===== src/rtl/serial_add_ctrl_if.sv =====
// Operand/result handshake bundle for serial_add_ctrl.
// The w_sub field exists only when SERADD_SUB_EN is defined.
interface serial_add_ctrl_if #(
    parameter int unsigned P_WIDTH = 8
);
    logic               w_in_valid;
    logic               w_in_ready;
    logic [P_WIDTH-1:0] w_a;
    logic [P_WIDTH-1:0] w_b;
`ifdef SERADD_SUB_EN
    logic               w_sub;
`endif
    logic               w_out_valid;
    logic               w_out_ready;
    logic [P_WIDTH-1:0] w_s;
    logic               w_cout;
    logic               w_busy;

`ifdef SERADD_SUB_EN
    modport slave (
        input  w_in_valid, w_a, w_b, w_sub, w_out_ready,
        output w_in_ready, w_out_valid, w_s, w_cout, w_busy
    );
    modport master (
        output w_in_valid, w_a, w_b, w_sub, w_out_ready,
        input  w_in_ready, w_out_valid, w_s, w_cout, w_busy
    );
`else
    modport slave (
        input  w_in_valid, w_a, w_b, w_out_ready,
        output w_in_ready, w_out_valid, w_s, w_cout, w_busy
    );
    modport master (
        output w_in_valid, w_a, w_b, w_out_ready,
        input  w_in_ready, w_out_valid, w_s, w_cout, w_busy
    );
`endif
endinterface


===== src/rtl/serial_add_ctrl.sv =====
// Bit-serial adder: one shared full-adder cell, one bit per clock, LSB first.
// Define SERADD_SUB_EN to add the w_sub port (A-B via inverted B and carry-in 1).
module serial_add_ctrl #(
    parameter int unsigned P_WIDTH = 8
) (
    input  logic                 w_clk,
    input  logic                 w_rst_n,
    serial_add_ctrl_if.slave     bus
);
    localparam int unsigned CNT_W = (P_WIDTH > 2) ? $clog2(P_WIDTH) : 1;

    typedef enum logic [1:0] {
        S_IDLE = 2'd0,
        S_RUN  = 2'd1,
        S_DONE = 2'd2
    } state_e;

    state_e             state_q, state_d;
    logic [P_WIDTH-1:0] a_q, a_d;
    logic [P_WIDTH-1:0] b_q, b_d;
    logic [P_WIDTH-1:0] s_q, s_d;
    logic               c_q, c_d;
    logic [CNT_W-1:0]   cnt_q, cnt_d;
    logic               in_ready_q, out_valid_q, busy_q;
    logic               sub_c;
    logic               sum_c;
    logic               carry_c;

`ifdef SERADD_SUB_EN
    assign sub_c = bus.w_sub;
`else
    assign sub_c = 1'b0;
`endif

    // The single shared full-adder cell
    assign sum_c   = a_q[0] ^ b_q[0] ^ c_q;
    assign carry_c = (a_q[0] & b_q[0]) | (a_q[0] & c_q) | (b_q[0] & c_q);

    always_comb begin
        state_d = state_q;
        a_d     = a_q;
        b_d     = b_q;
        s_d     = s_q;
        c_d     = c_q;
        cnt_d   = cnt_q;
        case (state_q)
            S_IDLE: begin
                if (bus.w_in_valid && in_ready_q) begin
                    state_d = S_RUN;
                    a_d     = bus.w_a;
                    b_d     = sub_c ? ~bus.w_b : bus.w_b;
                    c_d     = sub_c;
                    cnt_d   = '0;
                end
            end
            S_RUN: begin
                s_d   = {sum_c, s_q[P_WIDTH-1:1]};
                c_d   = carry_c;
                a_d   = a_q >> 1;
                b_d   = b_q >> 1;
                cnt_d = cnt_q + CNT_W'(1);
                if (cnt_q == CNT_W'(P_WIDTH - 1)) begin
                    state_d = S_DONE;
                end
            end
            S_DONE: begin
                if (bus.w_out_ready) begin
                    state_d = S_IDLE;
                end
            end
            default: state_d = S_IDLE;
        endcase
    end

    // Handshake flags are registered copies of the next-state decode
    always_ff @(posedge w_clk or negedge w_rst_n) begin
        if (!w_rst_n) begin
            state_q     <= S_IDLE;
            a_q         <= '0;
            b_q         <= '0;
            s_q         <= '0;
            c_q         <= 1'b0;
            cnt_q       <= '0;
            in_ready_q  <= 1'b1;
            out_valid_q <= 1'b0;
            busy_q      <= 1'b0;
        end else begin
            state_q     <= state_d;
            a_q         <= a_d;
            b_q         <= b_d;
            s_q         <= s_d;
            c_q         <= c_d;
            cnt_q       <= cnt_d;
            in_ready_q  <= (state_d == S_IDLE);
            out_valid_q <= (state_d == S_DONE);
            busy_q      <= (state_d == S_RUN);
        end
    end

    assign bus.w_in_ready  = in_ready_q;
    assign bus.w_out_valid = out_valid_q;
    assign bus.w_busy      = busy_q;
    assign bus.w_s         = s_q;
    assign bus.w_cout      = c_q;

endmodule


===== src/flat_wrapper.sv =====
// flat-port wrapper written by rule: the top's interface ports become plain ports
module serial_add_ctrl_flat 
#(
    parameter int unsigned P_WIDTH = 8
)
  (w_clk, w_rst_n, bus_w_in_valid, bus_w_a, bus_w_b, bus_w_out_ready, bus_w_in_ready, bus_w_out_valid, bus_w_s, bus_w_cout, bus_w_busy);
  serial_add_ctrl_if #(.P_WIDTH(P_WIDTH)) bus_i ();
  input  logic w_clk;
  input  logic w_rst_n;
  input wire logic [$bits(bus_i.w_in_valid)-1:0] bus_w_in_valid;
  input wire logic [$bits(bus_i.w_a)-1:0] bus_w_a;
  input wire logic [$bits(bus_i.w_b)-1:0] bus_w_b;
  input wire logic [$bits(bus_i.w_out_ready)-1:0] bus_w_out_ready;
  output wire logic [$bits(bus_i.w_in_ready)-1:0] bus_w_in_ready;
  output wire logic [$bits(bus_i.w_out_valid)-1:0] bus_w_out_valid;
  output wire logic [$bits(bus_i.w_s)-1:0] bus_w_s;
  output wire logic [$bits(bus_i.w_cout)-1:0] bus_w_cout;
  output wire logic [$bits(bus_i.w_busy)-1:0] bus_w_busy;
  assign bus_i.w_in_valid = bus_w_in_valid;
  assign bus_i.w_a = bus_w_a;
  assign bus_i.w_b = bus_w_b;
  assign bus_i.w_out_ready = bus_w_out_ready;
  assign bus_w_in_ready = bus_i.w_in_ready;
  assign bus_w_out_valid = bus_i.w_out_valid;
  assign bus_w_s = bus_i.w_s;
  assign bus_w_cout = bus_i.w_cout;
  assign bus_w_busy = bus_i.w_busy;
  serial_add_ctrl #(.P_WIDTH(P_WIDTH)) u_core (.w_clk(w_clk), .w_rst_n(w_rst_n), .bus(bus_i));
endmodule

===== config.mk =====
export PLATFORM = sky130hd
export DESIGN_NAME = serial_add_ctrl_flat
export DESIGN_NICKNAME = d
export VERILOG_FILES = /design/src/rtl/serial_add_ctrl_if.sv /design/src/rtl/serial_add_ctrl.sv /design/src/flat_wrapper.sv
export SDC_FILE = /design/constraint.sdc
export NUM_CORES = 1
export LEC_CHECK = 0
export CAP_MARGIN = 25
export CORE_ASPECT_RATIO = 0.6
export CORE_MARGIN = 2
export CORE_UTILIZATION = 45
export CTS_CLUSTER_SIZE = 10
export DETAILED_ROUTE_END_ITERATION = 10
export PLACE_DENSITY_LB_ADDON = 0.15
export RECOVER_POWER = 50
export SLEW_MARGIN = 10
export SYNTH_ARGS = -nofsm -noshare
export SYNTH_HDL_FRONTEND = slang
export SYNTH_SLANG_ARGS = --single-unit

===== constraint.sdc =====
create_clock -name w_clk -period 1.9 [get_ports w_clk]
set_clock_uncertainty 0.15 [all_clocks]
set_input_delay 0.19 -clock w_clk [delete_from_list [all_inputs] [get_ports w_clk]]
set_output_delay 0.19 -clock w_clk [all_outputs]
set_load 0.02 [all_outputs]

==> impl_metrics.py, run 1 <==
metrics = {
    "clock_network": {
        "htree_levels": 2,
        "cts_buffers": 5,
        "post_cts_resized": 0,
        "clock-root-buffer": "clkbuf_8",
        "clk_pin_slew_ns": 0.06,
        "cts_tree": "yes",
        "post_cts_buffers": 0,
        "hold_buffers": 0,
        "cts_max_path_buffers": 2,
        "clock_latency_ns": 0.28,
        "numClockSinks": 33,
    },
    "detailed_routing": {
        "wl_per_cell_um": 14.8,
        "vias_per_cell": 5.41,
        "drt_wl_total_mm": 2.97,
        "vias": 1088,
        "drc_errors": 0,
        "dr.pass1.iters": 4,
        "ant_nets": 0,
        "drt_iter0_drc": 38,
    },
    "final_layout": {
        "area_delta_synth_final_pct": 26.4,
        "drive_gt1_frac": 0.160,
        "utilization": 0.593,
        "nets": 178,
        "antenna_cells": 0,
    },
    "power": {
        "p_leak_nw": 0.806,
        "switching_share": 0.359,
        "p_clk_frac": 0.197,
        "combPwrFrac": 0.429,
        "power.internal_w": 0.00218,
        "seqPwrFrac": 0.374,
        "vdd_drop_max_mv": 0.726,
        "power_per_cell_area_nw_per_um2": 1770,
        "power.net_switching_w": 0.00122,
    },
    "job": {
        "maxCapViolations": 0,
    },
    "critical_path": {
        "worstPathArrival_ns": 1.46,
        "cp_data_required_time_ns": 1.56,
        "worst-path-buf-inv": 1,
        "worst-setup-path-type": "reg2out",
        "cp-start-kind": "flop",
        "rrSetupSlack_ns": 0.35,
        "slowest_stage": "clkdlybuf4s50_1",
        "slowest_delay_ns": 0.62,
        "endpoint": "bus_w_in_ready",
        "crit_start": "u_core.bus.w_in_ready$_DFF_PN1_",
        "crit_fanout": 5,
        "crit_chain": "clkdlybuf4s50_1",
        "crit_cells": 1,
        "crit_family": "buffers and inverters",
        "timing.rr.end": "u_core.bus.w_in_ready$_DFF_PN1_",
        "r2r_cells": 2,
        "end_kind": "output port",
        "r2r-start": "u_core.state_q[0]$_DFF_PN0_",
    },
    "grt": {
        "grt_max_degree": 34,
        "antenna_found_initial": 0,
        "grt_pass1_vias": 1077,
        "overflow": 0,
        "grt_use_total": 0.174,
        "grt_pass1_wl_mm": 5.01,
    },
    "synthesis": {
        "yosysTopAreaCellShare": 0.527,
        "yosys.area_share.xor_xnor": 0,
        "synth_compound_area_frac": 0.214,
        "synthAdderAreaFrac": 0.0296,
        "yosys-top-cells-count": "dfrtp_1, o22ai_1, a21oi_1, buf_6, mux2_2",
        "synth-seq-cells": 33,
        "synthCells": 123,
        "yosysUniqueCellTypes": 28,
        "synth_top_family_by_area": "compound AO/OA/AOI/OAI gates",
        "synth_ff_type": "dfrtp_1",
        "ys_top_cells_by_area": "dfrtp_1, o22ai_1, buf_6",
        "synth.most_common_cell": "dfrtp_1",
        "synth.avg_cell_area_um2": 12.4,
        "syn_area_um2": 1520,
        "yosysTopAreaCell": "dfrtp_1",
        "ys_seq_area_frac": 0.544,
        "yosys.area_share.simple": 0.0675,
        "synthesis.nets": 146,
        "async_reset_ff_frac": 1.00,
        "synthMuxAreaShare": 0.0691,
        "synth-warning-count": 0,
        "synth_edf_count": 0,
    },
    "min_path": {
        "timing.hold.worst.class": "reg2reg",
    },
    "sta": {
        "hold_slack_ns": 0.330,
        "timing.fmax_mhz": 554,
        "finalCritPeriodShare": 0.950,
        "rsz0062_at_grt": "no",
        "tns_ns": 0,
        "finalSetupViolations": 0,
        "slew_headroom": 0.479,
        "hold_viol": 0,
        "slew_violations": 0,
        "setup_ws_ns": 0.0950,
        "period_needed_ns": 1.80,
        "tightest_slew_ns": 0.781,
    },
    "place": {
        "place_ws_ns": 0.265,
        "io_buffers": 31,
        "place_congestion": 0.804,
        "dp_hpwl_mm": 2.07,
    },
    "status": {
        "outcome": "completed",
    },
    "floorplanning": {
        "dieArea_um2": 3870,
        "die_y_um": 49.0,
        "initial_utilization": 0.469,
        "core_area_um2": 3240,
        "die_width_um": 79.0,
        "core.rowCount": 16,
        "ios": 32,
    },
}
[area by class of cell]
class,instances,area [µm²]
Tap cell,45,56.3
Inverter,5,21.3
Clock buffer,7,86.3
Timing Repair Buffer,34,330
Sequential cell,33,827
Clock inverter,1,30.0
Fill cell,270,1320
Multi-Input combinational cell,76,571
[sequential cells by signal (all words and copies together) (netlist names)]
name                    count
u_core.a_q                  8
u_core.b_q                  8
u_core.bus.w_busy           1
u_core.bus.w_cout           1
u_core.bus.w_in_ready       1
u_core.bus.w_out_valid      1
u_core.bus.w_s              8
u_core.cnt_q                3
u_core.state_q              2
[through the flow]
| step | area, µm² | instances | power (W) |
|---|---|---|---|
| after floorplan | 1520 | 123 | 0.00238 |
| after global placement | 1820 | 193 | 0.00269 |
| after detailed placement | 1820 | 193 | 0.00276 |
| after CTS | 1930 | 201 | 0.00344 |
| after global routing | 1920 | 201 | 0.00365 |
| final | 1920 | 201 | 0.00340 |
[kinds of logic after synthesis]
| kind of cell | Yosys count |
|---|---|
| and+or+nand+nor | 17 |
| AOI/OAI and AO/OA | 47 |
| DFF | 33 |
| muxes | 9 |
| buffers and inverters | 14 |
| adders and majority gates | 3 |
[worst min path at each step]
stage	start	end	slack (ns)	depth (start not counted)
6_report	u_core.a_q[5]$_DFFE_PN0P_	u_core.a_q[5]$_DFFE_PN0P_	0.33	1
3_3_place_gp	u_core.a_q[2]$_DFFE_PN0P_	u_core.a_q[2]$_DFFE_PN0P_	0.32	1
3_5_place_dp	u_core.a_q[3]$_DFFE_PN0P_	u_core.a_q[3]$_DFFE_PN0P_	0.32	1
2_1_floorplan	w_rst_n	u_core.a_q[0]$_DFFE_PN0P_	-0.26	0
4_1_cts	w_rst_n	u_core.a_q[4]$_DFFE_PN0P_	0.17	2
5_1_grt	u_core.a_q[6]$_DFFE_PN0P_	u_core.a_q[6]$_DFFE_PN0P_	0.36	1
[cells in the final DEF (no fill, tap or decap), drive strengths merged, types with 2 or more instances in the layout]
cell	netlist	routed
ha	2	2
buf	8	2
mux2	9	9
nand2	3	3
inv	5	5
and2	7	7
clkdlybuf4s50	0	30
a21oi	8	8
o2bb2ai	7	7
a31oi	6	6
o21ai	3	3
clkbuf	1	8
dfrtp	32	32
o22ai	16	16
a22o	4	4
nor2	4	4
[power by group through the flow]
stage / sequential [W] / clock (W) / combinational (W)
3_5_place_dp: 0.00128 / 0 / 0.00148
3_3_place_gp: 0.00127 / 0 / 0.00142
5_1_grt: 0.00132 / 0.000730 / 0.00160
4_1_cts: 0.00127 / 0.000684 / 0.00148
2_1_floorplan: 0.00135 / 0 / 0.00103
6_report: 0.00127 / 0.000669 / 0.00146
[layer usage]
metal | vias up | wire length [µm] | track usage | share of wire
met5 | - | 0 | 0 | 0
li1 | 522 | - | - | -
met3 | 5 | 231 | 0.0630 | 0.078
met2 | 40 | 1360 | 0.257 | 0.46
met1 | 521 | 1340 | 0.236 | 0.45
met4 | 0 | 39 | 0.0690 | 0.013
No activity file was read; power rests on OpenSTA's default activity.
==> run 2, diff against run 1 <==
--- a/config.mk
+++ b/config.mk
@@ -11,6 +11,7 @@
 export CORE_UTILIZATION = 45
 export CTS_CLUSTER_SIZE = 10
 export DETAILED_ROUTE_END_ITERATION = 10
+export GPL_TIMING_DRIVEN = 0
 export PLACE_DENSITY_LB_ADDON = 0.15
 export RECOVER_POWER = 50
 export SLEW_MARGIN = 10
==> run 2 against run 1 <==
  * Count of clock-buffer cells in the layout decreased by 2
  * Register-to-register slack got worse by 0.10 ns
  * Via count increased by 3.4%
  * Largest cell class unchanged
  * Largest power group unchanged
  * Highest routed layer unchanged
==> impl_metrics.py, run 2 (synthesis results as in run 1) <==
metrics = {
    "critical_path": {
        "crit_chain": "clkdlybuf4s50_1",
        "slowest_delay_ns": 0.61,
        "end_kind": "output port",
        "worst-path-buf-inv": 1,
        "worstPathArrival_ns": 1.46,
        "slowest_stage": "clkdlybuf4s50_1",
        "crit_family": "buffers and inverters",
        "rrSetupSlack_ns": 0.25,
        "cp-start-kind": "flop",
        "crit_fanout": 5,
        "cp_data_required_time_ns": 1.56,
        "worst-setup-path-type": "reg2out",
    },
    "grt": {
        "grt_util_met3": 0.0593,
        "grt_use_total": 0.179,
        "grt_pass1_wl_mm": 5.25,
        "grtUsageMet2": 0.244,
        "grt_pass1_vias": 1096,
        "overflow": 0,
        "grt_util_met1": 0.271,
        "grt_max_degree": 34,
        "grt.busiest_layer": "met1",
        "antenna_found_initial": 0,
    },
    "sta": {
        "hold_viol": 0,
        "slew_violations": 0,
        "tns_ns": 0,
        "rsz0062_at_grt": "no",
        "timing.fmax_mhz": 554,
        "period_needed_ns": 1.80,
        "finalSetupViolations": 0,
        "tightest_slew_ns": 0.809,
        "slew_headroom": 0.460,
        "finalCritPeriodShare": 0.949,
    },
    "power": {
        "combPwrFrac": 0.486,
        "switching_share": 0.373,
        "vdd_drop_max_mv": 0.723,
        "power_per_cell_area_nw_per_um2": 1720,
        "power.internal_w": 0.00211,
        "p_leak_nw": 0.824,
        "p_clk_frac": 0.151,
        "power.net_switching_w": 0.00125,
        "seqPwrFrac": 0.363,
    },
    "floorplanning": {
        "dieArea_um2": 3870,
        "die_width_um": 79.0,
        "die_y_um": 49.0,
        "initial_utilization": 0.469,
        "ios": 32,
        "core_area_um2": 3240,
        "core.rowCount": 16,
    },
    "job": {
        "maxCapViolations": 0,
    },
    "place": {
        "place_area_um2": 1880,
        "dp_hpwl_mm": 2.14,
        "place_congestion": 0.750,
        "place_inst": 199,
        "io_buffers": 31,
    },
    "final_layout": {
        "drive_gt1_frac": 0.184,
        "final_cells": 208,
        "antenna_cells": 0,
        "final_cell_mix": "dfrtp_1, clkdlybuf4s50_1, o22ai_1",
        "final_common_cell": "dfrtp_1",
        "fin_area_um2": 1960,
        "area_delta_synth_final_pct": 28.7,
        "nets": 185,
    },
    "clock_network": {
        "cts_buffers": 5,
        "numClockSinks": 33,
        "htree_levels": 2,
        "cts_max_path_buffers": 2,
        "clk_pin_slew_ns": 0.07,
        "clock-root-buffer": "clkbuf_8",
        "post_cts_resized": 0,
        "cts_tree": "yes",
        "clock_latency_ns": 0.28,
    },
    "detailed_routing": {
        "drt_wl_total_mm": 3.01,
        "drc_errors": 0,
        "wl_per_cell_um": 14.4,
        "vias_per_cell": 5.41,
        "drt_iter0_drc": 77,
        "vias": 1125,
        "ant_nets": 0,
        "dr.pass1.iters": 4,
    },
    "min_path": {
        "timing.hold.worst.class": "reg2reg",
    },
    "status": {
        "outcome": "completed",
    },
}
## run 2: per-stage QoR
stage                     setup WS [ns]  power [W]   util  hold WS (ns)
after CTS                        0.0902    0.00344  0.610         0.338
final                            0.0965    0.00337  0.603         0.336
after global placement           -0.114    0.00286  0.582         0.313
after floorplan                   0.400    0.00238      -        -0.256
after detailed placement          0.208    0.00292  0.580         0.140
after global routing             0.0720    0.00363  0.603         0.364
## run 2: final timing paths
| check | from | to | cells after the start |
|---|---|---|---|
| min in group asynchronous | w_rst_n | u_core.a_q[4]$_DFFE_PN0P_ | 2 |
| max | u_core.bus.w_in_ready$_DFF_PN1_ | bus_w_in_ready | 1 |
| min | u_core.a_q[2]$_DFFE_PN0P_ | u_core.a_q[2]$_DFFE_PN0P_ | 1 |
| min reg2reg | u_core.a_q[2]$_DFFE_PN0P_ | u_core.a_q[2]$_DFFE_PN0P_ | 1 |
| max reg2reg | u_core.state_q[1]$_DFF_PN0_ | u_core.bus.w_s[2]$_DFFE_PN0P_ | 4 |
| max in group asynchronous | w_rst_n | u_core.a_q[7]$_DFFE_PN0P_ | 2 |
## run 2: cell type report
cell class	instances	area, µm²
Clock buffer	5	68.8
Tap cell	45	56.3
Buffer	9	80.1
Timing Repair Buffer	32	315
Fill cell	279	1290
Inverter	5	21.3
Clock inverter	3	17.5
Sequential cell	33	827
Multi-Input combinational cell	76	571
## run 2: power by group through the flow
stage          Sequential (W)  Combinational [W]  Clock, W
2_1_floorplan         0.00135            0.00103         0
3_3_place_gp          0.00122            0.00164         0
3_5_place_dp          0.00124            0.00168         0
4_1_cts               0.00123            0.00169  0.000523
5_1_grt               0.00126            0.00181  0.000561
6_report              0.00122            0.00164  0.000508
## run 2: per-layer routing
| metal | wire length, µm | vias up | share of wire |
|---|---|---|---|
| met5 | 0 | - | 0 |
| met4 | 31 | 0 | 0.010 |
| met3 | 153 | 4 | 0.051 |
| met2 | 1380 | 29 | 0.46 |
| met1 | 1440 | 554 | 0.48 |
| li1 | - | 538 | - |
## run 2: timing repair
item	CTS	global route
hold buffers	1	0
buffers inserted	0	0
endpoints found under the hold margin	32	0
==> run 3, diff against run 2 <==
--- a/config.mk
+++ b/config.mk
@@ -18,3 +18,4 @@
 export SYNTH_ARGS = -nofsm -noshare
 export SYNTH_HDL_FRONTEND = slang
 export SYNTH_SLANG_ARGS = --single-unit
+export TNS_END_PERCENT = 5
==> results of run 3 <==
No change in the layout: final DEF, timing and power equal those of run 2.
